===== config.mk =====
export PLATFORM = sky130hd
export DESIGN_NAME = cmp_serial_mag
export DESIGN_NICKNAME = d
export VERILOG_FILES = /design/src/rtl/cmp_serial_mag_pkg.sv /design/src/rtl/cmp2_slice.sv /design/src/rtl/cmp_serial_mag.sv
export SDC_FILE = /design/constraint.sdc
export NUM_CORES = 1
export LEC_CHECK = 0
export CORE_UTILIZATION = 45
export DETAILED_ROUTE_END_ITERATION = 12
export PLACE_DENSITY = 0.67
export RECOVER_POWER = 100
export SYNTH_ARGS = -nofsm -noshare
export SYNTH_HDL_FRONTEND = slang
export SYNTH_SLANG_ARGS = --single-unit

===== constraint.sdc =====
create_clock -name clk -period 3.9 [get_ports clk]
set_clock_uncertainty 0.15 [all_clocks]
set_input_delay 0.78 -clock clk [delete_from_list [all_inputs] [get_ports clk]]
set_output_delay 0.78 -clock clk [all_outputs]
set_load 0.02 [all_outputs]

===== src/rtl/cmp_serial_mag_pkg.sv =====
// cmp_serial_mag_pkg: shared digit width and FSM state encoding for the serial magnitude comparator
package cmp_serial_mag_pkg;

    localparam int DIGIT_W = 2;

    typedef enum logic [1:0] {
        ST_IDLE = 2'd0,
        ST_RUN  = 2'd1,
        ST_DONE = 2'd2
    } state_e;

endpackage


===== src/rtl/cmp2_slice.sv =====
// cmp2_slice: combinational comparator for one 2-bit digit
//   x, y : digit operands (unsigned)
//   eq/gt/lt : one-hot relation of x to y
module cmp2_slice
    import cmp_serial_mag_pkg::*;
(
    input  logic [DIGIT_W-1:0] x,
    input  logic [DIGIT_W-1:0] y,
    output logic               eq,
    output logic               gt,
    output logic               lt
);

    assign eq = x == y;
    assign gt = x > y;
    assign lt = x < y;

endmodule


===== src/rtl/cmp_serial_mag.sv =====
// cmp_serial_mag: MSB-first serial magnitude comparator, 2 bits per clock, valid/ready in and out
//   clk, rst_n           : clock, asynchronous active-low reset
//   in_valid/in_ready    : operand handshake (ready only in IDLE)
//   a, b                 : WIDTH-bit unsigned operands
//   out_valid/out_ready  : result handshake, result held until accepted
//   a_eq_b/a_gt_b/a_lt_b : one-hot result, kept after acceptance
//   Build option EARLY_EXIT_EN: finish on the first differing digit instead of always D digits.
module cmp_serial_mag
    import cmp_serial_mag_pkg::*;
#(
    parameter int WIDTH = 8
) (
    input  logic             clk,
    input  logic             rst_n,
    input  logic             in_valid,
    output logic             in_ready,
    input  logic [WIDTH-1:0] a,
    input  logic [WIDTH-1:0] b,
    output logic             out_valid,
    input  logic             out_ready,
    output logic             a_eq_b,
    output logic             a_gt_b,
    output logic             a_lt_b
);

    localparam int D  = WIDTH / DIGIT_W;
    localparam int CW = $clog2(D + 1);

    state_e           state_q;
    logic [WIDTH-1:0] a_q, b_q;
    logic [CW-1:0]    cnt_q;
    logic             decided_q, gt_q, lt_q;
    logic             out_valid_q, eq_res_q, gt_res_q, lt_res_q;
    logic             s_eq, s_gt, s_lt;
    logic             decided_d, gt_d, lt_d, finish;

    cmp2_slice u_slice (
        .x  (a_q[WIDTH-1 -: DIGIT_W]),
        .y  (b_q[WIDTH-1 -: DIGIT_W]),
        .eq (s_eq),
        .gt (s_gt),
        .lt (s_lt)
    );

    // Once a digit has differed the verdict is frozen; later digits cannot override it.
    assign decided_d = decided_q | ~s_eq;
    assign gt_d      = decided_q ? gt_q : s_gt;
    assign lt_d      = decided_q ? lt_q : s_lt;

`ifdef EARLY_EXIT_EN
    assign finish = (cnt_q == CW'(1)) | (~decided_q & ~s_eq);
`else
    assign finish = cnt_q == CW'(1);
`endif

    always_ff @(posedge clk or negedge rst_n) begin
        if (!rst_n) begin
            state_q     <= ST_IDLE;
            a_q         <= '0;
            b_q         <= '0;
            cnt_q       <= '0;
            decided_q   <= 1'b0;
            gt_q        <= 1'b0;
            lt_q        <= 1'b0;
            out_valid_q <= 1'b0;
            eq_res_q    <= 1'b0;
            gt_res_q    <= 1'b0;
            lt_res_q    <= 1'b0;
        end else begin
            case (state_q)
                ST_IDLE: if (in_valid) begin
                    a_q       <= a;
                    b_q       <= b;
                    cnt_q     <= CW'(D);
                    decided_q <= 1'b0;
                    gt_q      <= 1'b0;
                    lt_q      <= 1'b0;
                    state_q   <= ST_RUN;
                end
                ST_RUN: begin
                    a_q       <= a_q << DIGIT_W;
                    b_q       <= b_q << DIGIT_W;
                    cnt_q     <= cnt_q - CW'(1);
                    decided_q <= decided_d;
                    gt_q      <= gt_d;
                    lt_q      <= lt_d;
                    if (finish) begin
                        state_q     <= ST_DONE;
                        out_valid_q <= 1'b1;
                        eq_res_q    <= ~decided_d;
                        gt_res_q    <= gt_d;
                        lt_res_q    <= lt_d;
                    end
                end
                ST_DONE: if (out_ready) begin
                    out_valid_q <= 1'b0;
                    state_q     <= ST_IDLE;
                end
                default: state_q <= ST_IDLE;
            endcase
        end
    end

    assign in_ready  = state_q == ST_IDLE;
    assign out_valid = out_valid_q;
    assign a_eq_b    = eq_res_q;
    assign a_gt_b    = gt_res_q;
    assign a_lt_b    = lt_res_q;

endmodule


== Word-level counts from Yosys, hierarchy flattened ==
Cells that the tools add are included.
Cells by class
  multiplexer cells: 19
  bitwise gates (word level): 3
  add/subtract/negate cells: 1
  $lt $le $gt $ge: 2
  reduce and logical (&&, ||, !) cells: 7
  equal/unequal tests: 7
Operators by type and width (number)
  $pmux W8 S2: 2
  $mux W8: 2
  $pmux W1 S2: 4
  $mux W2: 3
  $ne A2 B2 Y1 const B: 3
  $pmux W2 S3: 1
  $pmux W3 S2: 1
  $reduce_and A3 Y1: 2
  $mux W1: 5
  $reduce_and A2 Y1: 2
  $reduce_bool A2 Y1: 2
  $eq A3 B1 Y1 const B: 1
  $mux W3: 1
  $sub A3 B1 Y3 const B: 1
  $eq A2 B1 Y1 const B: 1
  $eq A2 B2 Y1: 1
  $eq A2 B2 Y1 const B: 1
  $gt A2 B2 Y1: 1
  $logic_not A2 Y1: 1
  $lt A2 B2 Y1: 1
  $not A1 Y1: 2
  $or A1 B1 Y1: 1
Storage, ports and cells
  output and inout bits: 5
  register bits: 28
  input port bits: 20
  word-level logic and storage cells: 50

== Longest topological paths before layout ==
Gate-level depths: netlist of the first run.
  word-level depth: 4
  gate-level depth with buffers: 6
  gate-level depth less buffers: 5

== Modules after synthesis ==
Synthesis of the first run repeated with hierarchy kept, for this count alone.
Second synthesis, totals
  cell total of the unflattened synthesis: 126
  area, all modules: 1478.9 um^2
Modules (own cells, without submodules)
  cmp_serial_mag: cells each 117, times used 1, area an instance 1416.4 um^2, seq. area each 700.7 um^2
  cmp2_slice: cells each 9, times used 1, area an instance 62.6 um^2, seq. area each 0.0 um^2

== Least setup slack after synthesis of the first run ==
Ideal clock, no wire load.
  path type: reg2out
  start point: register state_q[0]
  end point: output port in_ready
  path buffers: 1
  stages on the path, launching flop included: 3
  arrival: 0.943 ns
  required time: 2.970 ns
  setup slack: 2.027 ns
  path through: dfrtp_1 > buf_2 > nor2_1
Between the ends
  word-level cells in the longest chain between the ends: 1
RTL lines
  start: declaration: RTL line cmp_serial_mag.sv:29  | state_e state_q;
  start signal: assignment: RTL line cmp_serial_mag.sv:58  | state_q <= ST_IDLE;
  start signal: assignment: RTL line cmp_serial_mag.sv:78  | state_q <= ST_RUN;
  start signal: assignment: RTL line cmp_serial_mag.sv:88  | state_q <= ST_DONE;
  $logic_not A2 Y1: RTL line cmp_serial_mag.sv:104  | assign in_ready = state_q == ST_IDLE;
  end: declaration: RTL line cmp_serial_mag.sv:16  | output logic in_ready,
Every way passes these cells.

== Final worst setup path of the first run ==
  start point: input port in_valid
  end point: register a_q[4]
Between the ends
  word-level cells in the longest chain between the ends: 2
RTL lines
  start: declaration: RTL line cmp_serial_mag.sv:15  | input logic in_valid,
  $ne A2 B2 Y1 (no line)
  $reduce_and A2 Y1 (no line)
  end signal: assignment: RTL line cmp_serial_mag.sv:81  | a_q <= a_q << DIGIT_W;
  end: declaration: RTL line cmp_serial_mag.sv:30  | logic [WIDTH-1:0] a_q, b_q;
Every way passes these cells.
A chain may end at the register's enable or synchronous reset.

==> results of run 1 <==
-- layout by cell type, fill, tap and decap left out, drive strengths merged --
cell type / Yosys / layout
o21bai: 1 / 1
a22oi: 13 / 13
a41o: 1 / 1
nand3b: 2 / 2
and2b: 6 / 6
nand2: 9 / 9
a2bb2oi: 2 / 2
and4bb: 1 / 1
o31a: 1 / 1
nand2b: 1 / 1
a21o: 1 / 1
and2: 1 / 1
o21ai: 25 / 25
nor2: 3 / 3
nor3b: 1 / 1
inv: 6 / 6
ha: 4 / 4
a31oi: 2 / 2
clkdlybuf4s50: 0 / 18
nor2b: 12 / 12
clkbuf: 1 / 5
buf: 8 / 2
a21oi: 17 / 17
or2: 1 / 1
dfrtp: 28 / 28
dlygate4sd3: 0 / 6
-- kinds of logic (layout without fill, tap and decap cells) --
logic type / Yosys count / count (layout) / synth area share
AOI/OAI and AO/OA: 63 / 63 / 0.294
and+or+nand+nor: 37 / 37 / 0.148
DFF: 28 / 28 / 0.467
buffers and inverters: 15 / 37 / 0.0583
adders and majority gates: 4 / 4 / 0.0333
-- how the worst max path moves through the flow --
stage,startpoint,endpoint,slack (ns),cells past startpoint
global placement,in_valid,a_q[5]$_DFFE_PN0P_,1.16,5
CTS,state_q[1]$_DFFE_PN0P_,in_ready,1.30,3
finish,in_valid,a_q[4]$_DFFE_PN0P_,0.93,5
floorplan,state_q[0]$_DFFE_PN0P_,in_ready,2.03,2
global route,in_valid,a_q[7]$_DFFE_PN0P_,0.66,5
detailed placement,in_valid,a_q[4]$_DFFE_PN0P_,1.08,5
-- registers in the layout, summed over array words and instances, names as in the netlist --
signal	cells
a_q	8
b_q	8
cnt_q	3
state_q	2
a_eq_b	1
a_gt_b	1
a_lt_b	1
decided_q	1
gt_q	1
lt_q	1
out_valid	1
-- cell type report --
class	instances	area (um2)
Timing Repair Buffer	28	263
Clock buffer	3	22.5
Multi-Input combinational cell	104	681
Tap cell	44	55.1
Fill cell	307	1360
Sequential cell	28	701
Inverter	6	22.5
-- power by group through the flow --
stage | sequential [uW] | clock (uW) | combinational (uW)
6_report | 489 | 115 | 525
5_1_grt | 504 | 133 | 591
3_5_place_dp | 497 | 0 | 576
2_1_floorplan | 506 | 0 | 412
4_1_cts | 490 | 120 | 578
3_3_place_gp | 491 | 0 | 560
-- per-stage QoR --
stage	power [uW]	instances	util	cell area (um2)	worst slack [ns]
after global placement	1050	210	0.568	1760	1.16
after CTS	1190	213	0.575	1780	1.30
after detailed placement	1070	210	0.568	1760	1.08
after global routing	1230	213	0.562	1740	0.663
after floorplan	918	147	-	1500	2.03
final	1130	213	0.562	1740	0.929
-- worst register-to-register path, delay by kind of cell, from the launching register on --
kind / cells / cell delay (ns)
AOI/OAI and AO/OA: 2 / 0.28
buffers and inverters: 1 / 0.78
DFF: 1 / 0.37
and+or+nand+nor: 1 / 0.83
-- per-layer routing --
layer	global-route usage	vias to the layer above
met3	0.0260	4
met4	0.0498	0
met5	0	-
li1	-	563
met1	0.258	555
met2	0.279	20
==> impl_metrics.toml, run 1 <==
[finish]
synthToLayoutAreaGrowth_pct = 16.2
diodes = 0
fin_nets = 195
drive_gt1_frac = 0.0888

[clock_tree]
numCtsBuffers = 3
postCtsSetupRepairBufs = 0
holdBufCountCts = 0
cts_tree = "yes"
cts_resized = 0
cts_buffer_depth = 2
cts_sinks = 28
cts_root_buffer = "clkbuf_4"
htree_levels = 1
path_clk_slew_ns = 0.14
clk_latency_ns = 0.31

[drt]
wl_met2_um = 1300
wl_um = 2900
viasPerCell = 5.36
wl_met1_um = 1500
ant_nets = 0
drtIter0Drc = 80
dr_wl_met3_um = 82
avgRoutedWirePerCell_um = 13.6
maxUsedRoutingLayer = "met4"
dr.pass1.iters = 4
remaining_drc_errors = 0
via_count = 1142

[run_status]
status = "finished with violations"
violations = "max-capacitance violations, max-slew violations"

[synth]
synth_async_sr_flop_share = 1.00
yosys-top-cells-count = "28 x dfrtp_1, 15 x o21ai_1, 13 x a22oi_1, 11 x nor2b_1"
ys_warn_count = 0
syn_area_per_cell_um2 = 10.2
syn-num-nets = 171
synth-edff-count = 0
synth-main-ff-cell = "dfrtp_1"
synth_cell_types = 32
synth.most_common_cell = "dfrtp_1"
post-synth-top-area-fraction = 0.467
synth_seq_area_share = 0.467
yosys-top-cells-area = "dfrtp_1 47%, a22oi_1 6.5%, o21ai_1 5.0%, a21oi_2 4.7%, o21ai_2 4.7%"
yosysTopAreaCell = "dfrtp_1"
syn-cell-area_um2 = 1500
ys_ff_latch = 28
synthCells = 147

[timing]
rsz0062_at_grt = "no"
hold_viol = 0
setup_viol = 0
fin_setup_tns_ns = 0
max_freq_mhz = 337
fin_crit_sh = 0.762
period_needed_ns = 2.97
slew_headroom = -0.0504
holdWs_ns = 0.345
slew_violations = 47
worst_slew_pin_slew_ns = 1.57

[worst_hold_path]
min_path_cells = 1
hold_start = "out_valid$_DFFE_PN0P_"
hold_class = "reg -> reg"
hold_path_end = "out_valid$_DFFE_PN0P_"

[critical_path]
critPathMaxStageDelay_ns = 1.23
cp_slowest_cell = "nor2b_1"
crit_family = "simple AND/OR/NAND/NOR gates"
r2r-start = "state_q[0]$_DFFE_PN0P_"
critical_path_buf_inv_count = 2
reg2reg_setup_slack_ns = 1.41
crit_type = "in -> reg"
crit_arrival_ns = 3.05
reg2reg_depth = 4
path_max_fanout = 18
cp-end-kind = "flop"
cp_data_required_time_ns = 3.98
r2r_end = "a_q[4]$_DFFE_PN0P_"
path_cells = "clkdlybuf4s50_1 > buf_4 > nor2b_1 > a21oi_1 > o21ai_0"
startpoint_type = "input port"

[power_and_ir_drop]
power.switching_uw = 455
intPower_uw = 674
pwr-share-clk = 0.102
netSwitchingFraction = 0.403
power.share.sequential = 0.433
leakage_uw = 0.000748
powerDensity_nw_per_um2 = 647
ir_worst_vdd_uv = 230
pwr-share-comb = 0.465

[grt]
grt_util_all_layers = 0.179
antenna_found_initial = 0
grt.overflow.total = 0
grt_pass1_vias = 1070
grt_pass1_wl_um = 4890
grt_max_degree = 29

[place]
routabilityCongestion = 0.789
io_buffers = 24
hpwlAfterDp_um = 1910

[floorplan]
die-area_um2 = 3570
core_um2 = 3100
num_io_pins = 25
die_w_um = 59.8
start_util = 0.484
die_height_um = 59.8
row_count = 20

[job]
max-cap-violations = 2
Note: power is estimated with default switching activity, not from simulation.
==> inputs of run 2 (changes only) <==
Clock period 3.9 ns to 2.99 ns, I/O delays scaled along.
==> impl_metrics.toml, run 2 (synthesis results as in run 1) <==
[worst_hold_path]
hold_start = "out_valid$_DFFE_PN0P_"
min_path_cells = 1
hold_class = "reg -> reg"
hold_path_end = "out_valid$_DFFE_PN0P_"

[clock_tree]
cts_resized = 0
cts_root_buffer = "clkbuf_4"
postCtsSetupRepairBufs = 0
cts_buffer_depth = 2
path_clk_slew_ns = 0.16
cts_tree = "yes"
cts_sinks = 28
clk_latency_ns = 0.33
numCtsBuffers = 3
holdBufCountCts = 0
htree_levels = 1

[grt]
grt_max_degree = 29
grt_pass1_wl_um = 5060
grt_pass1_vias = 1140
antenna_found_initial = 0
grt.overflow.total = 0
grt_util_all_layers = 0.191

[timing]
fin_setup_tns_ns = 0
fin_crit_sh = 0.813
worst_slew_pin_slew_ns = 1.49
period_needed_ns = 2.43
max_freq_mhz = 411
slew_violations = 0
slew_headroom = 0.00939
holdWs_ns = 0.344
rsz0062_at_grt = "no"
setup_viol = 0
setup_slack_ns = 0.558
hold_viol = 0

[critical_path]
crit_arrival_ns = 2.55
r2r-start = "state_q[1]$_DFFE_PN0P_"
reg2reg_setup_slack_ns = 0.56
startpoint_type = "flop"
cp_data_required_time_ns = 3.11
reg2reg_depth = 5
crit_type = "reg -> reg"
path_max_fanout = 25
r2r_end = "b_q[3]$_DFFE_PN0P_"
cp-end-kind = "flop"

[run_status]
status = "finished clean"

[place]
hpwlAfterDp_um = 2070
io_buffers = 24
place_area_um2 = 1770
routabilityCongestion = 0.798
dp_slack_ns = 0.916

[power_and_ir_drop]
pwr-share-clk = 0.123
power.share.sequential = 0.417
leakage_uw = 0.000763
ir_worst_vdd_uv = 662
powerDensity_nw_per_um2 = 869
pwr-share-comb = 0.460
intPower_uw = 914
power.switching_uw = 626
netSwitchingFraction = 0.406

[finish]
drive_gt1_frac = 0.111
final_common_cell = "dfrtp_1"
layout_common_cells = "28 x dfrtp_1, 18 x clkdlybuf4s50_1, 14 x o21ai_0"
fin_area_um2 = 1770
diodes = 0
fin_nets = 196
synthToLayoutAreaGrowth_pct = 18.0
largest_registers = "a_q: 8 flops, b_q: 8 flops, cnt_q: 3 flops"
fillers = 288

[floorplan]
die_w_um = 59.8
die-area_um2 = 3570
num_io_pins = 25
start_util = 0.484
die_height_um = 59.8
row_count = 20
core_um2 = 3100

[drt]
viasPerCell = 5.47
avgRoutedWirePerCell_um = 14.3
dr.pass1.iters = 4
remaining_drc_errors = 0
wl_um = 3070
drtIter0Drc = 59
ant_nets = 0
via_count = 1176

[job]
max-cap-violations = 0
==> run 2: area by class of cell <==
class	count	area (um2)	share of cell area
multi-input combinational	104	691	0.390
inverter	6	22.5	0.0127
sequential	28	701	0.395
clock buffer	4	36.3	0.0205
timing repair buffer	29	267	0.150
tap	44	55.1	0.0311
==> run 2: worst max-delay path by stage <==
stage                      startpoint                 end  cells after the start
6_report       state_q[1]$_DFFE_PN0P_  b_q[3]$_DFFE_PN0P_                      5
4_1_cts        state_q[1]$_DFFE_PN0P_            in_ready                      2
2_1_floorplan  state_q[0]$_DFFE_PN0P_            in_ready                      2
5_1_grt        state_q[1]$_DFFE_PN0P_  b_q[3]$_DFFE_PN0P_                      5
3_3_place_gp                 in_valid  a_q[7]$_DFFE_PN0P_                      5
3_5_place_dp                 in_valid  a_q[1]$_DFFE_PN0P_                      5
==> run 2: critical path, stage by stage, from the launching register on <==
cell and delay [ns]:
dfrtp_1 0.44, clkbuf_1 0.47, nor2b_2 0.37, clkbuf_1 0.58, a21oi_1 0.20, o21ai_2 0.15
==> run 2: routing by layer <==
metal	track usage	part of all wire	vias to the layer above
li1	-	-	568
met3	0.0519	0.042	4
met2	0.317	0.47	27
met5	0	0	-
met4	0.0598	0.013	0
met1	0.239	0.47	577
==> run 2: power groups by stage <==
stage | logic, uW | registers (uW) | clock network (uW)
6_report | 708 | 642 | 189
5_1_grt | 794 | 664 | 206
4_1_cts | 762 | 644 | 192
3_5_place_dp | 760 | 653 | 0
3_3_place_gp | 734 | 642 | 0
2_1_floorplan | 537 | 660 | 0
==> run 2: metrics by stage <==
step	instances	power, uW	util
2_1_floorplan	147	1200	-
3_3_place_gp	211	1380	0.570
3_5_place_dp	211	1410	0.570
4_1_cts	215	1600	0.582
5_1_grt	215	1660	0.571
6_report	215	1540	0.571
==> RTL change: new RTL, settings of run 2 <==
Re-encode `state_e` (3 states) as one-hot, 3 bits wide.
--- a/src/rtl/cmp_serial_mag_pkg.sv
+++ b/src/rtl/cmp_serial_mag_pkg.sv
@@ -4,8 +4,8 @@
     localparam int DIGIT_W = 2;
 
-    typedef enum logic [1:0] {
-        ST_IDLE = 2'd0,
-        ST_RUN  = 2'd1,
-        ST_DONE = 2'd2
+    typedef enum logic [2:0] {
+        ST_IDLE = 3'b001,
+        ST_RUN  = 3'b010,
+        ST_DONE = 3'b100
     } state_e;
 
Behaviour: no difference found for any inputs over 10 cycles, from zero or initial values and one cycle with rst_n low; not proved beyond that.
==> RTL change against run 2 <==
The flow now finishes with violations (max-capacitance violations, max-slew violations); design area decreased by 3.9%; routed wire length is 14% lower; count of clock-buffer cells in the layout grew 2; sequential cell count up 1; cell count fell by 6.0%; setup slack worse by 170 ps; critical path depth fell by 1; total power decreased by 2.3%; non-clock buffer count down 3; area after synthesis is 3.9% lower; hold slack worse by 1.5 ps; sequential share of layout area is 3.1 points higher.
==> RTL change: results (changes against run 2) <==
* Outcome: finished, violations left
* Failing checks: max-capacitance violations, max-slew violations
* Average cell area after synthesis at 10.9 sq um (+7.0%)
* Vias in the first global route at 1008 (-12%)
* Clock slew seen by the registers of the worst setup and hold paths at 90 ps (-70 ps)
* WP data arrival at 2680 ps (+130 ps)
* Global-route wire length before repair at 4660 um (-8.0%)
* Layout Nets at 181 (-7.7%)
* Period minus WS final at 2600 ps (+171 ps)
* Number of max-cap violations at 1 (+1)
* Dpl hpwl at 1820 um (-12%)
* Met2 Usage GRT at 29.4% (-2.4 points)
* Post-Route WL at 2650 um (-14%)
* Post-synth top cells: dfrtp_1 (28), nand2_1 (21), mux2i_1 (10), o21ai_2 (10)
* Pins over their slew limit at 30 (+30)
* Maximum vdd drop at 0.323 mV (-51%)
* CTS H-tree depth at 2 (+1)
* Leak at 0.736 nW (-3.5%)
* Dpl ws at 716 ps (-200 ps)
* GP Congestion at 0.782 (-2.0%)
* Share of layout cells above drive strength 1 at 12.0% (+0.91 points)
* Met3 usage at 7.25% (+2.1 points)
* Placed Area at 0.00168 sq mm (-5.2%)
* Setup crit end: gt_q
* Initial DRC Count at 32 (-46%)
* Slew @ Worst Pin at 1540 ps (+57.2 ps)
* DP Cell Count at 194 (-8.1%)
* Worst Reg2Reg Path Length in Cells at 3 (-2)
* Num CTS Buffers at 5 (+2)
* Via/cell ratio at 5.00 (-8.7%)
* Crit. Startpoint: in_valid
* Layout fillers at 294 (+2.1%)
* GRT Util Overall at 19.4% (+0.33 points)
* DR vias at 1009 (-14%)
RTL change: cell count changes after synthesis, moves of 3 or more:
cell and delta:
a21oi_1 -4, a21oi_2 -8, a22o_1 +6, a22oi_1 -13, and2b_1 -6, mux2_2 +3, mux2i_1 +10, nand2_1 +12
nor2_1 +5, nor2b_1 -10, o21ai_0 +6, o21ai_1 -15
RTL change: power breakdown:
| part | switching, W | internal [W] |
|---|---|---|
| combinational | 0.000318 | 0.000285 |
| clock | 0.000140 | 0.0000893 |
| sequential | 0.000111 | 0.000562 |
RTL change: how the worst min path moves through the flow:
stage                  start  endpoint  slack (ps)  cells past startpoint
floorplan              rst_n    a_eq_b         150                      0
global placement      a_q[2]    a_q[4]         310                      2
detailed placement    b_q[3]    b_q[5]         320                      2
CTS                   b_q[2]    b_q[4]         340                      2
global route          a_q[3]    a_q[5]         380                      2
finish              cnt_q[1]  cnt_q[1]         340                      2
RTL change: critical path: stages:
cell	delay, ps
dlygate4sd3_1	550
and4bb_1	870
nor2_1	330
a22o_1	320
RTL change: cell type report:
cell class | count | area, sq um | share of cell area [%]
tap | 44 | 55.1 | 3.23
multi-input combinational | 90 | 599 | 35.2
clock buffer | 6 | 41.3 | 2.42
inverter | 5 | 18.8 | 1.10
clock inverter | 2 | 10.0 | 0.588
timing repair buffer | 26 | 251 | 14.8
sequential | 29 | 727 | 42.7
RTL change: kinds of logic (layout without fill, tap and decap cells):
kind of cell	after synthesis	count (layout)	share of synthesized area, %
adder cells (fa/ha/maj)	4	4	3.47
buffers and inverters	13	39	6.59
flip-flops	29	29	50.4
AO/OA/AOI/OAI	34	34	16.7
multiplexers	13	13	9.28
AND/OR/NAND/NOR	39	39	13.5
RTL change: routing by layer:
metal  wire (um)  share of wire [%]
met4          62                2.3
met1        1190                 45
met2        1260                 48
met5           0                  0
met3         138                5.2
